## src/rtl/led_frame_controller.sv

```systemverilog
// led_frame_controller: double-buffered LED pixel store that serves a strand driver.
// Frames start on slot-timer ticks, and bank swaps happen only at a frame start.
module led_frame_controller #(
    parameter int NUM_LEDS = 64,
    parameter int FRAME_CYCLES = 1666667,
    localparam int IDX_W = $clog2(NUM_LEDS)
) (
    input  logic             clk_in,
    input  logic             rst_n,
    input  logic             wr_en,
    input  logic [IDX_W-1:0] wr_addr,
    input  logic [23:0]      wr_data,
    input  logic             swap_req,
    input  logic [IDX_W-1:0] next_led_request,
    input  logic             request_valid,
    output logic [7:0]       green_out,
    output logic [7:0]       red_out,
    output logic [7:0]       blue_out,
    output logic             color_valid,
    output logic             force_reset,
    output logic             frame_active,
    output logic             swap_pending,
    output logic [15:0]      frame_count,
    output logic             overrun
);
    localparam int TW = $clog2(FRAME_CYCLES);

    typedef enum logic {IDLE, STREAM} state_t;

    state_t state_q, state_d;
    logic [1:0] sync_q;
    logic [TW-1:0] timer_q, timer_d;
    logic [23:0] pix_q, pix_d;
    logic [15:0] frame_count_q, frame_count_d;
    logic disp_bank_q, disp_bank_d, color_valid_q, color_valid_d, force_reset_q, force_reset_d;
    logic swap_pending_q, swap_pending_d, overrun_q, overrun_d;
    logic [23:0] bank0 [NUM_LEDS];
    logic [23:0] bank1 [NUM_LEDS];
    logic run, tick, in_range, wr_in;
    logic [23:0] rd_data;

    assign run = sync_q[1];
    assign tick = timer_q == TW'(FRAME_CYCLES - 1);
    assign in_range = int'(next_led_request) < NUM_LEDS;
    assign wr_in = wr_en && int'(wr_addr) < NUM_LEDS;
    assign rd_data = !in_range ? 24'h0 : disp_bank_q ? bank1[next_led_request] : bank0[next_led_request];

    assign {green_out, red_out, blue_out} = pix_q;
    assign color_valid = color_valid_q;
    assign force_reset = force_reset_q;
    assign frame_active = state_q == STREAM;
    assign swap_pending = swap_pending_q;
    assign frame_count = frame_count_q;
    assign overrun = overrun_q;

    always_ff @(posedge clk_in) begin
        if (wr_in && disp_bank_q) bank0[wr_addr] <= wr_data;
        if (wr_in && !disp_bank_q) bank1[wr_addr] <= wr_data;
    end

    always_ff @(posedge clk_in or negedge rst_n) begin
        if (!rst_n) sync_q <= '0;
        else sync_q <= {sync_q[0], 1'b1};
    end

    always_comb begin
        state_d = state_q;
        timer_d = tick ? '0 : timer_q + 1'b1;
        disp_bank_d = disp_bank_q;
        pix_d = pix_q;
        color_valid_d = 1'b0;
        force_reset_d = 1'b0;
        swap_pending_d = swap_pending_q | swap_req;
        frame_count_d = frame_count_q;
        overrun_d = overrun_q;
        if (state_q == IDLE && tick) begin
            state_d = STREAM;
            force_reset_d = 1'b1;
            swap_pending_d = 1'b0;
            disp_bank_d = disp_bank_q ^ (swap_pending_q | swap_req);
        end
        if (state_q == STREAM) begin
            overrun_d = overrun_q | tick;
            if (request_valid) begin
                pix_d = rd_data;
                color_valid_d = 1'b1;
                if (int'(next_led_request) == NUM_LEDS - 1) begin
                    state_d = IDLE;
                    frame_count_d = frame_count_q + 1'b1;
                end
            end
        end
        // Timer preloads the synchronizer latency so the first tick lands FRAME_CYCLES after release
        if (!run) begin
            state_d = IDLE;
            timer_d = TW'(2);
            disp_bank_d = 1'b0;
            pix_d = '0;
            color_valid_d = 1'b0;
            force_reset_d = 1'b0;
            swap_pending_d = 1'b0;
            frame_count_d = '0;
            overrun_d = 1'b0;
        end
    end

    always_ff @(posedge clk_in or negedge rst_n) begin
        if (!rst_n) begin
            state_q <= IDLE;
            timer_q <= '0;
            disp_bank_q <= 1'b0;
            pix_q <= '0;
            color_valid_q <= 1'b0;
            force_reset_q <= 1'b0;
            swap_pending_q <= 1'b0;
            frame_count_q <= '0;
            overrun_q <= 1'b0;
        end else begin
            state_q <= state_d;
            timer_q <= timer_d;
            disp_bank_q <= disp_bank_d;
            pix_q <= pix_d;
            color_valid_q <= color_valid_d;
            force_reset_q <= force_reset_d;
            swap_pending_q <= swap_pending_d;
            frame_count_q <= frame_count_d;
            overrun_q <= overrun_d;
        end
    end
endmodule
```

## config.mk

```make
export PLATFORM = sky130hd
export DESIGN_NAME = led_frame_controller
export DESIGN_NICKNAME = d
export VERILOG_FILES = /design/src/rtl/led_frame_controller.sv
export SDC_FILE = /design/constraint.sdc
export NUM_CORES = 2
export LEC_CHECK = 0
export ABC_AREA = 1
export CELL_PAD_IN_SITES_DETAIL_PLACEMENT = 1
export CELL_PAD_IN_SITES_GLOBAL_PLACEMENT = 1
export CORE_MARGIN = 10
export CORE_UTILIZATION = 51
export CTS_CLUSTER_SIZE = 10
export DETAILED_ROUTE_END_ITERATION = 10
export GPL_ROUTABILITY_DRIVEN = 0
export PLACE_DENSITY_LB_ADDON = 0.1
export REMOVE_ABC_BUFFERS = 1
export SLEW_MARGIN = 20
export SYNTH_ARGS = -nofsm -noshare
export SYNTH_HDL_FRONTEND = slang
export SYNTH_SLANG_ARGS = --single-unit
export TNS_END_PERCENT = 10
```

## constraint.sdc

```tcl
create_clock -name clk_in -period 4.83 [get_ports clk_in]
set_input_delay 0.966 -clock clk_in [delete_from_list [all_inputs] [get_ports clk_in]]
set_output_delay 0.966 -clock clk_in [all_outputs]
set_load 0.02 [all_outputs]
```

* Yosys cells after proc, flatten, opt, wreduce, memory -nomap -nowiden
Memories as Yosys holds them, arrays and structs flattened.
Index checks and enable logic that the tools add are counted.
** Storage, ports and cells
- Register bits after elaboration :: 69
- Memory bits (writable) :: 3072
- Bits of input ports :: 41
- Logic and storage cells :: 60
- Memories kept :: 2
** Memory list
- bank0 :: words 64, bits a word 24, rd ports 1, clocked after memory_dff 0, wr ports 1, RTL line 37 : logic [23:0] bank0 [NUM_LEDS];
- bank1 :: words 64, bits a word 24, rd ports 1, clocked after memory_dff 0, wr ports 1, RTL line 38 : logic [23:0] bank1 [NUM_LEDS];
** Operators by class
- Add/sub/neg operators :: 2
- Equality and inequality tests :: 6
- Muxes and demuxes :: 30
- Bitwise logic cells :: 4
- Reductions and logical operators :: 6
** Operators by type and width (number)
- 24-bit 2-to-1 mux :: 4
- 16-bit 2-to-1 mux :: 4
- 21-bit 2-to-1 mux :: 2
- 21-bit by 1-bit adder with 21-bit output, second input constant :: 1
- 21-bit == test, second input constant :: 1
- 1-bit 2-to-1 mux :: 20
- 16-bit by 1-bit adder with 16-bit output, second input constant :: 1
- 6-bit by 1-bit == test with 1-bit output, second input constant :: 1
- 2-bit by 1-bit inequality test with 1-bit output, second input constant :: 2
- 2-bit inequality test, second input constant :: 2
- 1-bit logical AND :: 3
- 3-bit AND reduction :: 1
- 1-bit OR :: 2
- 2-bit AND reduction :: 1
- 1-bit zero test :: 1
- 1-bit inverter :: 1
- 1-bit bitwise XOR :: 1

* Logic depth before layout (Yosys ltp)
- Depth after elaboration :: 7
- Mapped depth :: 16
- Mapped depth without buffers :: 13

* Worst setup path after synthesis
OpenSTA, ideal clock, no wires.
- Path type :: input port to flip-flop
- Start point :: input wr_addr[3]
- End point :: memory bank0[35][0] (enable)
- Data arrival time :: 3.464 ns
- Data required time :: 4.395 ns
- Slack :: 0.931 ns
- Stages on the path :: 4
- Path through :: clkbuf_1 > nor3_1 > clkinv_1 > nor3_1
** RTL lines
- start, declared :: RTL line 11 : input logic [IDX_W-1:0] wr_addr,
- end, declared :: RTL line 37
Straight into the memory's write port.

* Worst setup path after layout
- Start point :: input next_led_request[0]
- End point :: register pix_q[16]
** Between the ends
- Word-level cells in the longest chain between the ends :: 5
- Elaborated cells on any way between the ends :: 6
** Ends and longest elaborated chain
- start, declared :: RTL line 14 : input logic [IDX_W-1:0] next_led_request,
- memory read 64 x 24 bit, on equally long branches
- 24-bit 2-to-1 mux (*) :: RTL line 46 : assign rd_data = !in_range ? 24'h0 : disp_bank_q ? bank1[next_led_request] : bank0[next_led_request];
- 24-bit 2-to-1 mux (*) :: RTL line 84 : if (request_valid) begin
- 24-bit 2-to-1 mux (*) :: RTL line 82 : if (state_q == STREAM) begin
- 24-bit 2-to-1 mux (*) :: RTL line 94 : if (!run) begin
- end signal, assigned :: RTL line 122 : pix_q <= pix_d;
- end, declared :: RTL line 33 : logic [23:0] pix_q, pix_d;
Every way passes the cells marked *; elsewhere a longest branch is shown, timed or not. The select of a mux whose other input is x is not followed.
A chain may end at the register's enable or synchronous reset.

==> results.sh <==
export IMPL_grt_busiest_layer="met2"
export IMPL_dieArea_um2=280100
export IMPL_worstMarginPinSlew_ns=1.182
export IMPL_syn_to_final_growth_pct=13.02
export IMPL_cts_made_buffers=363
export IMPL_initial_core_util=0.5139
export IMPL_die_width_um=529.3
export IMPL_drc=0
export IMPL_hold_buffers=0
export IMPL_peakVddDrop_uv=346.0
export IMPL_htree_levels=5
export IMPL_antenna_found_initial=26
export IMPL_status="completed"
export IMPL_met2_usage=0.5127
export IMPL_gr_usage_met3=0.04901
export IMPL_slew_viol_final=0
export IMPL_grt_pass1_wl_um=659300
export IMPL_worstSkewPairLatency_ns=0.91
export IMPL_synthSimpleGateAreaFrac=0.1975
export IMPL_maxCapViolCount=0
export IMPL_power_leakage_nw=57.19
export IMPL_max_slew_margin=0.2070
export IMPL_dr_first_iter_drc_count=10630
export IMPL_wire_per_inst_um=29.13
export IMPL_drive_gt1_frac=0.1032
export IMPL_setup_viol=0
export IMPL_period_needed_ns=3.526
export IMPL_powerDensity_nw_per_um2=392.8
export IMPL_period_share=0.7300
export IMPL_multi_input_area_um2=30590
export IMPL_dr_pass1_iters=9
export IMPL_cts_tree="yes"
export IMPL_cp_end_kind="flop"
export IMPL_root_buffer="clkbuf_16"
export IMPL_grt_usage=0.3177
export IMPL_synth_xor_area_frac=0.0005959
export IMPL_synth_top_family_by_area="simple AND/OR/NAND/NOR gates"
export IMPL_finalWirelength_um=454900
export IMPL_synth_cell_types=37
export IMPL_seqCellArea_um2=93980
export IMPL_muxShareOfSynthArea=0
export IMPL_cts_setup_buffers=0
export IMPL_final_setup_skew_ns=0.06355
export IMPL_ant_nets=0
export IMPL_clk_path_buf_depth=4
export IMPL_layout_filler_cells=26370
export IMPL_worstSetupStartpointType="input port"
export IMPL_num_vias=94250
export IMPL_critical_path_class="input port to flop"
export IMPL_place_inst=15050
export IMPL_synthAdderAreaFrac=0.0002838
export IMPL_critPathArrivalTime_ns=4.36
export IMPL_worstHoldPathType="input port to asynchronous set/reset pin"
export IMPL_gr_total_overflow=0
export IMPL_ys_warn_count=0
export IMPL_ios=86
export IMPL_yosysSeqAreaShare=0.7105
export IMPL_grt_util_met1=0.4216
export IMPL_hold_viol_final=0
export IMPL_netlist_instances=11850
export IMPL_std_cell_rows=186
export IMPL_dp_hpwl_um=268200
export IMPL_finish_net_count=12080
export IMPL_grt_setup_unrepaired="false"
export IMPL_clk_pin_slew_worst_paths_ns=0.06
export IMPL_synth_seq_cells=3141
export IMPL_die_y_um=529.3
export IMPL_syn_area_um2=132300
export IMPL_syn_avg_cell_area_um2=11.16
export IMPL_finish_instance_area_um2=149500
export IMPL_cts_sinks=3141
export IMPL_cts_resized_gates=0
export IMPL_required_ns=5.66
export IMPL_port_buffers=85
export IMPL_grt_max_degree=148
export IMPL_cp_max_fo=59
export IMPL_post_drt_via_cell_ratio=6.034
export IMPL_max_freq_mhz=283.6
export IMPL_core_um2=257400
export IMPL_instances_no_fill=15620
export IMPL_synth_compound_area_frac=0.02788
export IMPL_grt_pass1_vias=97810
export IMPL_place_area_um2=139300
export IMPL_fin_util=0.5808
[cells in the final DEF, fill, tap and decap left out, types with 8 or more instances in the layout]
| cell type | Yosys | layout |
|---|---|---|
| a21oi_1 | 14 | 13 |
| buf_12 | 0 | 102 |
| buf_4 | 70 | 349 |
| buf_6 | 5 | 8 |
| clkbuf_1 | 324 | 152 |
| clkbuf_16 | 0 | 367 |
| clkdlybuf4s50_1 | 0 | 54 |
| clkinv_1 | 7 | 17 |
| clkinv_8 | 0 | 8 |
| dfrtp_1 | 69 | 69 |
| diode_2 | 0 | 14 |
| edfxtp_1 | 3072 | 3072 |
| inv_1 | 1357 | 1355 |
| nand2_1 | 2630 | 2628 |
| nand3_1 | 2126 | 2122 |
| nand4_1 | 11 | 11 |
| nor2_1 | 823 | 803 |
| nor2_2 | 2 | 17 |
| nor3_1 | 133 | 23 |
| nor3_2 | 2 | 112 |
| nor4_1 | 8 | 8 |
| o211ai_1 | 215 | 215 |
| o21ai_0 | 390 | 390 |
| or2_2 | 252 | 252 |
| xor2_1 | 9 | 9 |
[sequential cells by signal, summed over array words and instances (netlist names)]
name and cells:
bank0 1536, bank1 1536, pix_q 24, timer_q 21, frame_count 16, sync_q 2
color_valid 1, disp_bank_q 1, force_reset 1, frame_active 1, overrun 1, swap_pending 1
[worst paths after layout]
path,slack [ns],start,to,cells past startpoint
max,1.30,next_led_request[0],pix_q[16],13
min,0.24,rst_n,pix_q[10],1
max reg2reg,1.94,disp_bank_q,bank0[10][15],4
min reg2reg,0.35,sync_q[0],sync_q[1],0
max in group asynchronous,3.54,rst_n,timer_q[14],2
min in group clk_in,0.35,sync_q[0],sync_q[1],0
[stage by stage]
stage          power, mW  hold slack [ns]  TNS, ns  setup slack (ns)
6_report           58.71           0.2393        0             1.304
5_1_grt            60.20           0.1849        0             1.278
4_1_cts            58.87           0.1582        0             1.363
3_5_place_dp       34.59           0.3427        0            0.5633
3_3_place_gp       34.47           0.3350        0            0.5854
2_1_floorplan      32.40           0.3312  -210.17            -8.772
[Yosys cell counts, drive strengths merged]
cell type / instances / area (µm²)
conb: 1 / 3.750
edfxtp: 3072 / 92250
ha: 3 / 37.54
o21a: 2 / 15.01
nor3: 136 / 701.9
a221oi: 1 / 8.760
a21oi: 14 / 70.07
or2: 252 / 1577
o21ai: 390 / 1952
nor4: 8 / 50.05
clkinv: 7 / 26.28
buf: 379 / 2012
nor3b: 4 / 30.03
xor2: 9 / 78.83
nor2: 826 / 3113
nand3: 2127 / 10650
a31oi: 2 / 12.51
nand3b: 2 / 15.01
a211oi: 2 / 15.01
nor4b: 1 / 8.760
nand4: 12 / 90.09
o211ai: 215 / 1614
nand2: 2632 / 9884
dfrtp: 69 / 1727
inv: 1363 / 5116
clkbuf: 324 / 1216
[report_power, final]
group | internal (mW) | total, mW | switching [mW] | leakage, nW
Clock | 13.9 | 24.6 | 10.7 | 4.86
Sequential | 30.0 | 30.0 | 0.0275 | 28.6
Combinational | 0.948 | 4.09 | 3.14 | 23.8
Total | 44.9 | 58.7 | 13.8 | 57.2
[final cells by class]
type / instances / share of cell area
antenna: 14 / 0.0002343
clock buffer: 524 / 0.06571
clock inverter: 27 / 0.001841
inverter: 1370 / 0.03462
multi-input combinational: 6639 / 0.2046
sequential: 3141 / 0.6286
tap: 3384 / 0.02832
timing repair buffer: 519 / 0.03601
[worst max-delay path, stage by stage]
cell	delay, ns
buf_8	0.17
inv_8	0.58
buf_4	0.53
nor2_1	0.08
nor2_1	0.10
o21ai_0	0.11
nand3_1	0.11
nand3_1	0.16
nand3_1	0.26
nand3_1	0.38
nand3_1	0.56
nand3_1	0.15
nand2_1	0.09
[layer usage]
metal | up-vias | share of wire
met5 | - | 0.00012
met4 | 8 | 0.056
met3 | 1000 | 0.082
met2 | 4384 | 0.47
met1 | 48350 | 0.39
li1 | 40510 | -
[kinds of logic (layout without fill, tap and decap cells)]
family	count (synthesis)	in the layout
and+or+nand+nor	6000	6000
DFF	3141	3141
buffers and inverters	2073	2440
AOI/OAI and AO/OA	626	626
xor gates and xnor gates	9	9
adders and majority gates	3	3
other	1	15
No activity file was read; power rests on OpenSTA's default activity.
